--- config.mk ---
export PLATFORM = sky130hd
export DESIGN_NAME = hist_eq_controller
export DESIGN_NICKNAME = d
export VERILOG_FILES = /design/src/rtl/hist_eq_controller.sv
export SDC_FILE = /design/constraint.sdc
export NUM_CORES = 1
export LEC_CHECK = 0
export ABC_CLOCK_PERIOD_IN_PS = 5900
export CAP_MARGIN = 40
export CORE_UTILIZATION = 40
export DETAILED_ROUTE_END_ITERATION = 16
export GPL_ROUTABILITY_DRIVEN = 0
export SLEW_MARGIN = 10
export SYNTH_ARGS = -nofsm -noshare
export SYNTH_HDL_FRONTEND = slang
export SYNTH_SLANG_ARGS = --single-unit
--- constraint.sdc ---
create_clock -name clk -period 5.9 [get_ports clk]
set_input_delay 1.18 -clock clk [delete_from_list [all_inputs] [get_ports clk]]
set_output_delay 1.18 -clock clk [all_outputs]
set_load 0.1 [all_outputs]
--- src/rtl/hist_eq_controller.sv ---
// hist_eq_controller
//
// Sequencer for a per-frame histogram-equalization pass. It owns an external
// simple-dual-port histogram memory with a one-cycle synchronous read.
//
// Flow:
//   1. INIT_CLR: after reset, every bin is written with zero.
//   2. IDLE: waits for a start pulse.
//   3. ACCUM: counts one frame of 8-bit pixels into the bins.
//   4. DRAIN: lets the final read-modify-write land.
//   5. SCAN: walks the 256 bins, accumulates the CDF and emits the remap LUT.
//      Each bin is zeroed as it is read, so the next frame starts clean.
//
// Ports:
//   clk          rising-edge clock
//   reset        asynchronous, active-high
//   start        one-cycle pulse, honoured only in IDLE
//   pix_valid    pixel qualifier
//   pix_data     pixel value (bin index)
//   pix_ready    high only while accumulating; transfer = pix_valid & pix_ready
//   mem_rd_addr  histogram read address (data returns next cycle)
//   mem_rdata    histogram read data
//   mem_we       histogram write enable
//   mem_wr_addr  histogram write address
//   mem_wdata    histogram write data
//   lut_we       LUT entry strobe
//   lut_addr     LUT index
//   lut_data     equalized output level
//   busy         high in every state except IDLE
//   done         one-cycle pulse once the LUT is complete

module hist_eq_controller #(
   parameter int LOG2_PIX = 16,
   parameter int BIN_W    = LOG2_PIX + 1
) (
   input  logic             clk,
   input  logic             reset,
   input  logic             start,
   input  logic             pix_valid,
   input  logic [7:0]       pix_data,
   output logic             pix_ready,
   output logic [7:0]       mem_rd_addr,
   input  logic [BIN_W-1:0] mem_rdata,
   output logic             mem_we,
   output logic [7:0]       mem_wr_addr,
   output logic [BIN_W-1:0] mem_wdata,
   output logic             lut_we,
   output logic [7:0]       lut_addr,
   output logic [7:0]       lut_data,
   output logic             busy,
   output logic             done
);

   typedef enum logic [2:0] {
      INIT_CLR,
      IDLE,
      ACCUM,
      DRAIN,
      SCAN
   } state_t;

   // Index of the last pixel of a frame; the transfer that sees this count
   // is the one that completes the frame.
   localparam logic [LOG2_PIX:0] FRAME_LAST = (LOG2_PIX+1)'((1 << LOG2_PIX) - 1);
   localparam logic [BIN_W-1:0]  BIN_MAX    = {BIN_W{1'b1}};
   localparam logic [BIN_W+7:0]  LEVEL_MAX  = (BIN_W+8)'(255);

   state_t             state;

   // Power-up clear sequencer: counter runs 0..256, the registered write
   // strobe and address trail it by one cycle.
   logic [8:0]         clr_cnt;
   logic               clr_we;
   logic [7:0]         clr_addr;

   // Accumulation pipeline: S1 holds the pixel whose bin read is in flight.
   logic [LOG2_PIX:0]  pix_cnt;
   logic               s1_valid;
   logic [7:0]         s1_bin;

   // Copy of the previous accumulation write, used when the memory read
   // was issued in the same cycle that write was landing.
   logic               fwd_valid;
   logic [7:0]         fwd_bin;
   logic [BIN_W-1:0]   fwd_data;

   // Scan sequencer: scan_cnt issues reads 0..255 and a 257th cycle flushes
   // the last entry; scan_v/scan_addr mark the entry whose data is returning.
   logic [8:0]         scan_cnt;
   logic               scan_v;
   logic [7:0]         scan_addr;
   logic [BIN_W-1:0]   cdf;
   logic               done_r;

   logic               transfer;
   logic [BIN_W-1:0]   base;
   logic [BIN_W-1:0]   acc_wdata;
   logic [BIN_W-1:0]   cdf_next;
   logic [BIN_W+7:0]   prod;
   logic [BIN_W+7:0]   scaled;
   logic [7:0]         lut_level;

   assign transfer  = pix_valid && (state == ACCUM);
   assign pix_ready = (state == ACCUM);
   assign busy      = (state != IDLE);
   assign done      = done_r;

   // Read-modify-write datapath for the bin in S1. If the previous cycle
   // wrote the same bin, the memory read raced that write and returned the
   // stale value, so the registered previous write data is used instead.
   // The increment saturates so a bin never wraps to zero.
   always_comb begin
      base = mem_rdata;
      if (fwd_valid && (fwd_bin == s1_bin)) begin
         base = fwd_data;
      end
      acc_wdata = (base == BIN_MAX) ? base : base + 1'b1;
   end

   // CDF including the bin whose data is arriving this cycle, scaled by 255
   // (as shift-and-subtract) and normalised by the frame size. A complete
   // frame lands exactly on 255; the clamp only guards oversized counts.
   always_comb begin
      cdf_next  = cdf + mem_rdata;
      prod      = {cdf_next, 8'd0} - {8'd0, cdf_next};
      scaled    = prod >> LOG2_PIX;
      lut_level = (scaled > LEVEL_MAX) ? 8'hFF : scaled[7:0];
   end

   // Read address: the incoming pixel's bin while accumulating, otherwise
   // the scan index while the scan is still issuing reads.
   always_comb begin
      mem_rd_addr = 8'd0;
      if (transfer) begin
         mem_rd_addr = pix_data;
      end else if ((state == SCAN) && !scan_cnt[8]) begin
         mem_rd_addr = scan_cnt[7:0];
      end
   end

   // Write port arbitration. The clear, accumulate and scan writers are
   // active in disjoint phases, so at most one of them is ever enabled.
   always_comb begin
      mem_we      = clr_we || s1_valid || scan_v;
      mem_wr_addr = 8'd0;
      mem_wdata   = '0;
      if (clr_we) begin
         mem_wr_addr = clr_addr;
      end else if (s1_valid) begin
         mem_wr_addr = s1_bin;
         mem_wdata   = acc_wdata;
      end else if (scan_v) begin
         mem_wr_addr = scan_addr;
      end
   end

   // LUT output follows the scan pipeline stage directly.
   always_comb begin
      lut_we   = scan_v;
      lut_addr = scan_addr;
      lut_data = scan_v ? lut_level : 8'd0;
   end

   // Main sequencer plus the pipeline registers it steps.
   // Reset drops back into the memory clear, so a frame interrupted by reset
   // never leaves stale counts behind for the next one.
   always_ff @(posedge clk or posedge reset) begin
      if (reset) begin
         state     <= INIT_CLR;
         clr_cnt   <= '0;
         clr_we    <= 1'b0;
         clr_addr  <= 8'd0;
         pix_cnt   <= '0;
         s1_valid  <= 1'b0;
         s1_bin    <= 8'd0;
         fwd_valid <= 1'b0;
         fwd_bin   <= 8'd0;
         fwd_data  <= '0;
         scan_cnt  <= '0;
         scan_v    <= 1'b0;
         scan_addr <= 8'd0;
         cdf       <= '0;
         done_r    <= 1'b0;
      end else begin
         done_r    <= 1'b0;
         s1_valid  <= transfer;
         if (transfer) begin
            s1_bin <= pix_data;
         end
         fwd_valid <= s1_valid;
         fwd_bin   <= s1_bin;
         fwd_data  <= acc_wdata;

         case (state)
            INIT_CLR: begin
               if (clr_cnt[8]) begin
                  clr_we <= 1'b0;
                  state  <= IDLE;
               end else begin
                  clr_we   <= 1'b1;
                  clr_addr <= clr_cnt[7:0];
                  clr_cnt  <= clr_cnt + 1'b1;
               end
            end

            IDLE: begin
               if (start) begin
                  pix_cnt <= '0;
                  state   <= ACCUM;
               end
            end

            ACCUM: begin
               if (transfer) begin
                  pix_cnt <= pix_cnt + 1'b1;
                  if (pix_cnt == FRAME_LAST) begin
                     state <= DRAIN;
                  end
               end
            end

            DRAIN: begin
               scan_cnt <= '0;
               cdf      <= '0;
               state    <= SCAN;
            end

            SCAN: begin
               if (scan_v) begin
                  cdf <= cdf_next;
               end
               if (scan_cnt[8]) begin
                  scan_v <= 1'b0;
                  done_r <= 1'b1;
                  state  <= IDLE;
               end else begin
                  scan_v    <= 1'b1;
                  scan_addr <= scan_cnt[7:0];
                  scan_cnt  <= scan_cnt + 1'b1;
               end
            end

            default: begin
               state <= INIT_CLR;
            end
         endcase
      end
   end

endmodule

==> impl_metrics.toml, run 1 <==
[timing]
setup_viol = 8
hold_violations = 0
worst_pin_slew_ns = 0.947
slew_viol_final = 0
fin_ws_ns = -0.466
post-route-period-util_pct = 108
fmax_mhz = 157
finalClockSkew_ns = 0.0120
rsz0062_at_grt = "yes"
min_period_ns = 6.37
relSlewSlack_pct = 36.4

[finish]
final_common_cell = "nand2_1"
final_cell_mix = "122 x nand2_1, 109 x dfrtp_1, 99 x buf_4, 48 x nand3_1, 45 x o21ai_0"
final_nets = 981
post-route-util_pct = 57.2
n_antenna_cell = 0
design_area_um2 = 9460
area_growth_pct = 40.0
drive_gt1_share_pct = 24.5
fin_cells = 1150

[cts]
cts_root_buf = "clkbuf_16"
cts-hold-fix-buffers = 0
path_clk_slew_ns = 0.07
cts_made_buffers = 9
cts.path.max_buffers = 2
insertion_delay_ns = 0.35
cts_tree = "yes"
htree_num_levels = 3
clock_sinks = 109

[floorplan]
fp.dieW_um = 132
fp.dieH_um = 132
start_util_pct = 40.9
io_pins = 83
row_count = 47
dieArea_um2 = 17400
coreArea_um2 = 16500

[global_route]
antenna_found_initial = 0
grt_pass1_vias = 6500
grt_pass1_wl_um = 32400
grt_usage_pct = 23.3
grt_max_degree = 70
grt-ovfl-total = 0

[detailed_routing]
num_vias = 6248
drtIter0Drc = 423
drt_pass1_iterations = 4
wire_per_inst_um = 17.0
drcViolationCount = 0
met3WireLength_um = 716
ant_nets = 0
vias_per_cell = 5.43
wl_met1_um = 8620
wl_met2_um = 9800
totalWireLength_um = 19600
top_layer = "met4"

[worst_setup_path]
rrSetupSlack_ns = 2.24
r2r_end = "fwd_data[15]"
path_max_fanout = 6
path_class = "primary input to output pin"
startpoint_type = "primary input"
reg2reg_from = "s1_bin[6]"
arrival_ns = 5.19
r2r_cells = 12
critPathRequiredTime_ns = 4.72
worstSetupEndpointType = "output pin"

[outcome]
status = "complete, but fails checks"
failed_checks = "negative setup slack"

[synth]
syn_nets = 807
yosysUniqueCellTypes = 77
yosysSeqAreaShare_pct = 40.4
synth_edf_count = 0
synth-seq-cells = 109
syn_inst = 752
ys_async_sr_fraction_pct = 100
avgSynthCellArea_um2 = 8.98
ys_warn_count = 0
synthesis.area_um2 = 6750
yosys_most_used_dff = "dfrtp_1"

[worst_hold_path]
worstHoldStart = "s1_bin[0]"
whs_endpoint = "fwd_bin[0]"
holdPathStages = 0
min_path_type = "flop to flop"

[placement]
place_ws_ns = -1.01
io_buffers = 82
placed_area_um2 = 9020
dp_hpwl_um = 15100
placed_cells = 1130

[power_and_ir_drop]
powerDensity_nw_per_um2 = 207
peakVddDrop_uv = 186
leakagePower_uw = 0.00420

[run]
maxCapViolCount = 0
[cell usage after synthesis (9+ instances only)]
| master | instances | share of area, % |
|---|---|---|
| dfrtp_1 | 109 | 40 |
| nor2_1 | 39 | 2.2 |
| and3_1 | 12 | 1.1 |
| nand4_1 | 14 | 1.3 |
| xnor2_1 | 36 | 4.7 |
| and2_1 | 28 | 2.6 |
| a22oi_1 | 9 | 1.0 |
| nand3_1 | 49 | 3.6 |
| o21ai_0 | 46 | 3.4 |
| nand2_1 | 122 | 6.8 |
| mux2_2 | 12 | 2.0 |
| clkbuf_1 | 22 | 1.2 |
| nor3_1 | 9 | 0.67 |
| mux2i_1 | 11 | 1.6 |
| inv_1 | 25 | 1.4 |
| ha_1 | 25 | 4.6 |
| a21oi_1 | 24 | 1.8 |
| xor2_1 | 26 | 3.4 |
[stage by stage]
stage | total power [uW] | hold WS (ns) | TNS [ns]
finish | 1950 | 0.457 | -3.28
global route | 2040 | 0.471 | -4.58
CTS | 1950 | 0.460 | -3.29
detailed placement | 1370 | 0.436 | -7.70
global placement | 1340 | 0.434 | -6.88
floorplan | 1150 | 0.365 | -7.52
[how the worst max path moves through the flow]
stage,from,to,slack [ns],cells after the start
after floorplan,mem_rdata[0],lut_data[1],-1.23,17
after global placement,mem_rdata[0],lut_data[1],-0.91,20
after detailed placement,mem_rdata[0],lut_data[1],-1.01,20
after CTS,mem_rdata[0],lut_data[1],-0.44,19
after global routing,mem_rdata[0],lut_data[0],-0.63,20
final,mem_rdata[0],lut_data[1],-0.47,19
[state kept, by name, indices dropped and copies added, names as in the netlist, 3 cells and up]
name / count
clr_addr: 8
state: 3
s1_bin: 8
fwd_data: 17
cdf: 17
fwd_bin: 8
scan_cnt: 9
clr_cnt: 9
lut_addr: 8
pix_cnt: 17
[cell families (layout without fill, tap and decap cells)]
logic type / Yosys count / in the layout / synth area share [%]
xor+xnor: 64 / 64 / 8.52
flops: 109 / 109 / 40.4
mux: 23 / 23 / 3.63
fa+ha+maj: 28 / 28 / 5.23
compound gates: 149 / 149 / 15.2
simple gates: 321 / 321 / 23.7
buf+inv: 58 / 236 / 3.37
[metal layers]
metal  up-vias  GRT usage, %
met2       150          40.6
met5         -             0
met4         0          7.24
met1      3069          29.6
li1       3005             -
met3        24          3.84
[critical path: stages]
cell and delay (ns):
buf_8 0.10, ha_4 0.15, fa_2 0.37, a21o_1 0.20, a221oi_2 0.26, o21bai_1 0.09
a21oi_1 0.15, xor2_1 0.26, ha_1 0.28, or4b_4 0.20, a21oi_2 0.02, and4b_1 0.24
a211oi_2 0.28, nor4_4 0.09, o311ai_4 0.36, nand4_4 0.17, xnor2_4 0.24, o211ai_1 0.27
clkbuf_16 0.26
[report_power, final]
part | internal (uW) | switching [uW]
logic | 238 | 331
clock network | 290 | 275
registers | 782 | 37.0
total | 1310 | 643
[cell type report]
class                           instances  area (um2)
Fill cell                            1419        7070
Sequential cell                       109        2730
Timing Repair Buffer                  195        2090
Inverter                               26         100
Tap cell                              220         275
Multi-Input combinational cell        585        4000
Clock inverter                          3        26.3
Clock buffer                           12         236
[repair_timing]
| action | CTS | global route |
|---|---|---|
| buffers inserted | 1 | 4 |
| gates resized for setup | 26 | 10 |
| pin swaps | 21 | 17 |
| endpoints found under the setup margin | 8 | 8 |
Note: power is estimated with default switching activity, not from simulation.
==> run 2: changes to the inputs <==
--- a/config.mk
+++ b/config.mk
@@ -5,7 +5,6 @@
 export SDC_FILE = /design/constraint.sdc
 export NUM_CORES = 1
 export LEC_CHECK = 0
-export ABC_CLOCK_PERIOD_IN_PS = 5900
 export CAP_MARGIN = 40
 export CORE_UTILIZATION = 40
 export DETAILED_ROUTE_END_ITERATION = 16
==> results of run 2 <==
The final DEF is identical to that of run 1; final timing and power are the same.
==> run 3: changes to the inputs <==
==> constraint.sdc (replaced) <==
create_clock -name clk -period 5.9 [get_ports clk]
set_input_delay 0.59 -clock clk [delete_from_list [all_inputs] [get_ports clk]]
set_output_delay 0.59 -clock clk [all_outputs]
set_load 0.1 [all_outputs]
==> run 3 against run 2 <==
  * The flow now finishes without violations
  * Critical path depth down 1
  * Setup slack improved by 0.70 ns
  * Die area did not move
  * Clock skew rose by 0.0043 ns
  * Clock power rose by 17%
  * Sequential power barely moved
  * Largest power group unchanged
==> impl_metrics.toml, run 3 (same netlist as run 1, synthesis figures left out) <==
[outcome]
status = "finished, final reports clean"

[worst_setup_path]
r2r_end = "fwd_data[15]"
cp_slowest_cell = "clkdlybuf4s50_1"
path_max_fanout = 9
critPathRequiredTime_ns = 5.31
worstSetupEndpointType = "output pin"
cpPeakStageDelay_ns = 0.50
rrSetupSlack_ns = 1.80
startpoint_type = "primary input"
arrival_ns = 5.07
path_class = "primary input to output pin"
critical_path.cell_chain = "clkdlybuf4s50_1 > ha_1 > a211oi_1 > or2_2 > o2111a_1 > o21ai_0 > a31o_2 > a21oi_1 > xnor2_1 > inv_1 > ha_1 > and2_1 > and3_1 > o311ai_4 > nand4_2 > xnor2_4 > o211ai_1 > clkbuf_16"
reg2reg_from = "s1_bin[4]"
crit_top_cell = "ha_1"
r2r_cells = 12

[finish]
final_common_cell = "nand2_1"
final_nets = 915
drive_gt1_share_pct = 17.2
fin_cells = 1085
area_growth_pct = 30.9
n_antenna_cell = 0
largest_registers = "cdf x17, fwd_data x17, pix_cnt x17"
final_cell_mix = "122 x nand2_1, 109 x dfrtp_1, 53 x clkdlybuf4s50_1, 49 x nand3_1, 46 x o21ai_0"

[detailed_routing]
num_vias = 6041
drtIter0Drc = 329
totalWireLength_um = 19000
wire_per_inst_um = 17.5
ant_nets = 0
vias_per_cell = 5.57
drcViolationCount = 0
drt_pass1_iterations = 4

[cts]
cts_tree = "yes"
clock_sinks = 109
cts.path.max_buffers = 2
htree_num_levels = 3
cts_root_buf = "clkbuf_16"
path_clk_slew_ns = 0.09
cts_made_buffers = 9
cts-hold-fix-buffers = 0
insertion_delay_ns = 0.37

[floorplan]
coreArea_um2 = 16500
dieArea_um2 = 17400
row_count = 47
start_util_pct = 40.9
io_pins = 83
fp.dieH_um = 132
fp.dieW_um = 132

[global_route]
grt_usage_pct = 22.5
grt_pass1_wl_um = 31100
grt_max_degree = 59
grt_pass1_vias = 5979
grt-ovfl-total = 0
antenna_found_initial = 0

[timing]
slew_viol_final = 0
post-route-period-util_pct = 96.0
tns_ns = 0
finalClockSkew_ns = 0.0163
min_period_ns = 5.66
setup_viol = 0
fmax_mhz = 177
relSlewSlack_pct = 40.4
holdWs_ns = 0.485
hold_violations = 0
fin_ws_ns = 0.238
worst_pin_slew_ns = 0.892

[power_and_ir_drop]
p_switching_uw = 689
power.total_uw = 1970
p_comb_share_pct = 24.7
pwr-share-clk_pct = 33.5
seqPwrFrac_pct = 41.7
leakagePower_uw = 0.00386
p_sw_share_pct = 35.1
powerDensity_nw_per_um2 = 222
internal_power_uw = 1280
peakVddDrop_uv = 155

[placement]
place_ws_ns = -0.0332
placed_cells = 1062
dp_hpwl_um = 14200
io_buffers = 82

[worst_hold_path]
min_path_type = "flop to flop"
whs_endpoint = "fwd_bin[5]"
holdPathStages = 0
worstHoldStart = "s1_bin[5]"

[run]
maxCapViolCount = 0
[run 3: routing by layer]
metal	up-vias	GRT usage, %	routed length, um
met1	2934	30.4	8640
met3	26	3.96	997
met4	0	6.33	312
li1	2880	-	-
met2	201	37.0	9080
met5	-	0	0
[run 3: how the worst max path moves through the flow]
| stage | startpoint | endpoint | slack (ns) | depth (start not counted) |
|---|---|---|---|---|
| finish | mem_rdata[7] | lut_data[1] | 0.24 | 18 |
| global route | mem_rdata[6] | lut_data[1] | -0.04 | 17 |
| CTS | mem_rdata[0] | lut_data[1] | 0.002 | 19 |
| detailed placement | mem_rdata[0] | lut_data[1] | -0.03 | 19 |
| global placement | mem_rdata[0] | lut_data[1] | 0.14 | 19 |
| floorplan | mem_rdata[0] | lut_data[1] | -0.05 | 17 |
[run 3: cell type report]
cell class / count / area, um2
clock inverter: 7 / 96.3
clock buffer: 9 / 225
sequential: 109 / 2730
timing repair buffer: 129 / 1480
fill: 1472 / 7680
tap: 220 / 275
inverter: 26 / 100
multi-input combinational: 585 / 3940
[run 3: power groups by stage]
stage                     clock [uW]  sequential [uW]  combinational, uW
after CTS                        673              819                478
final                            659              821                486
after global placement             0              831                433
after global routing             703              826                520
after detailed placement           0              833                466
after floorplan                    0              822                328
[run 3: worst max-delay path: cells and delay by family]
family	cells	cell delay [ns]
xor+xnor	2	0.56
compound gates	7	1.22
simple gates	4	0.96
fa+ha+maj	2	0.86
buf+inv	3	0.87
[run 3: stage by stage]
| step | utilization, % | instance area (um2) |
|---|---|---|
| floorplan | - | 6820 |
| global route | 53.5 | 8840 |
| global placement | 47.7 | 7880 |
| detailed placement | 50.7 | 8380 |
| CTS | 53.1 | 8780 |
| finish | 53.5 | 8840 |
[run 3: repair_timing]
action / 4_1_cts / 5_1_grt
buffers inserted: 6 / 1
setup endpoints to repair: 1 / 8
gates resized for setup: 3 / 17
pin swaps: 5 / 6
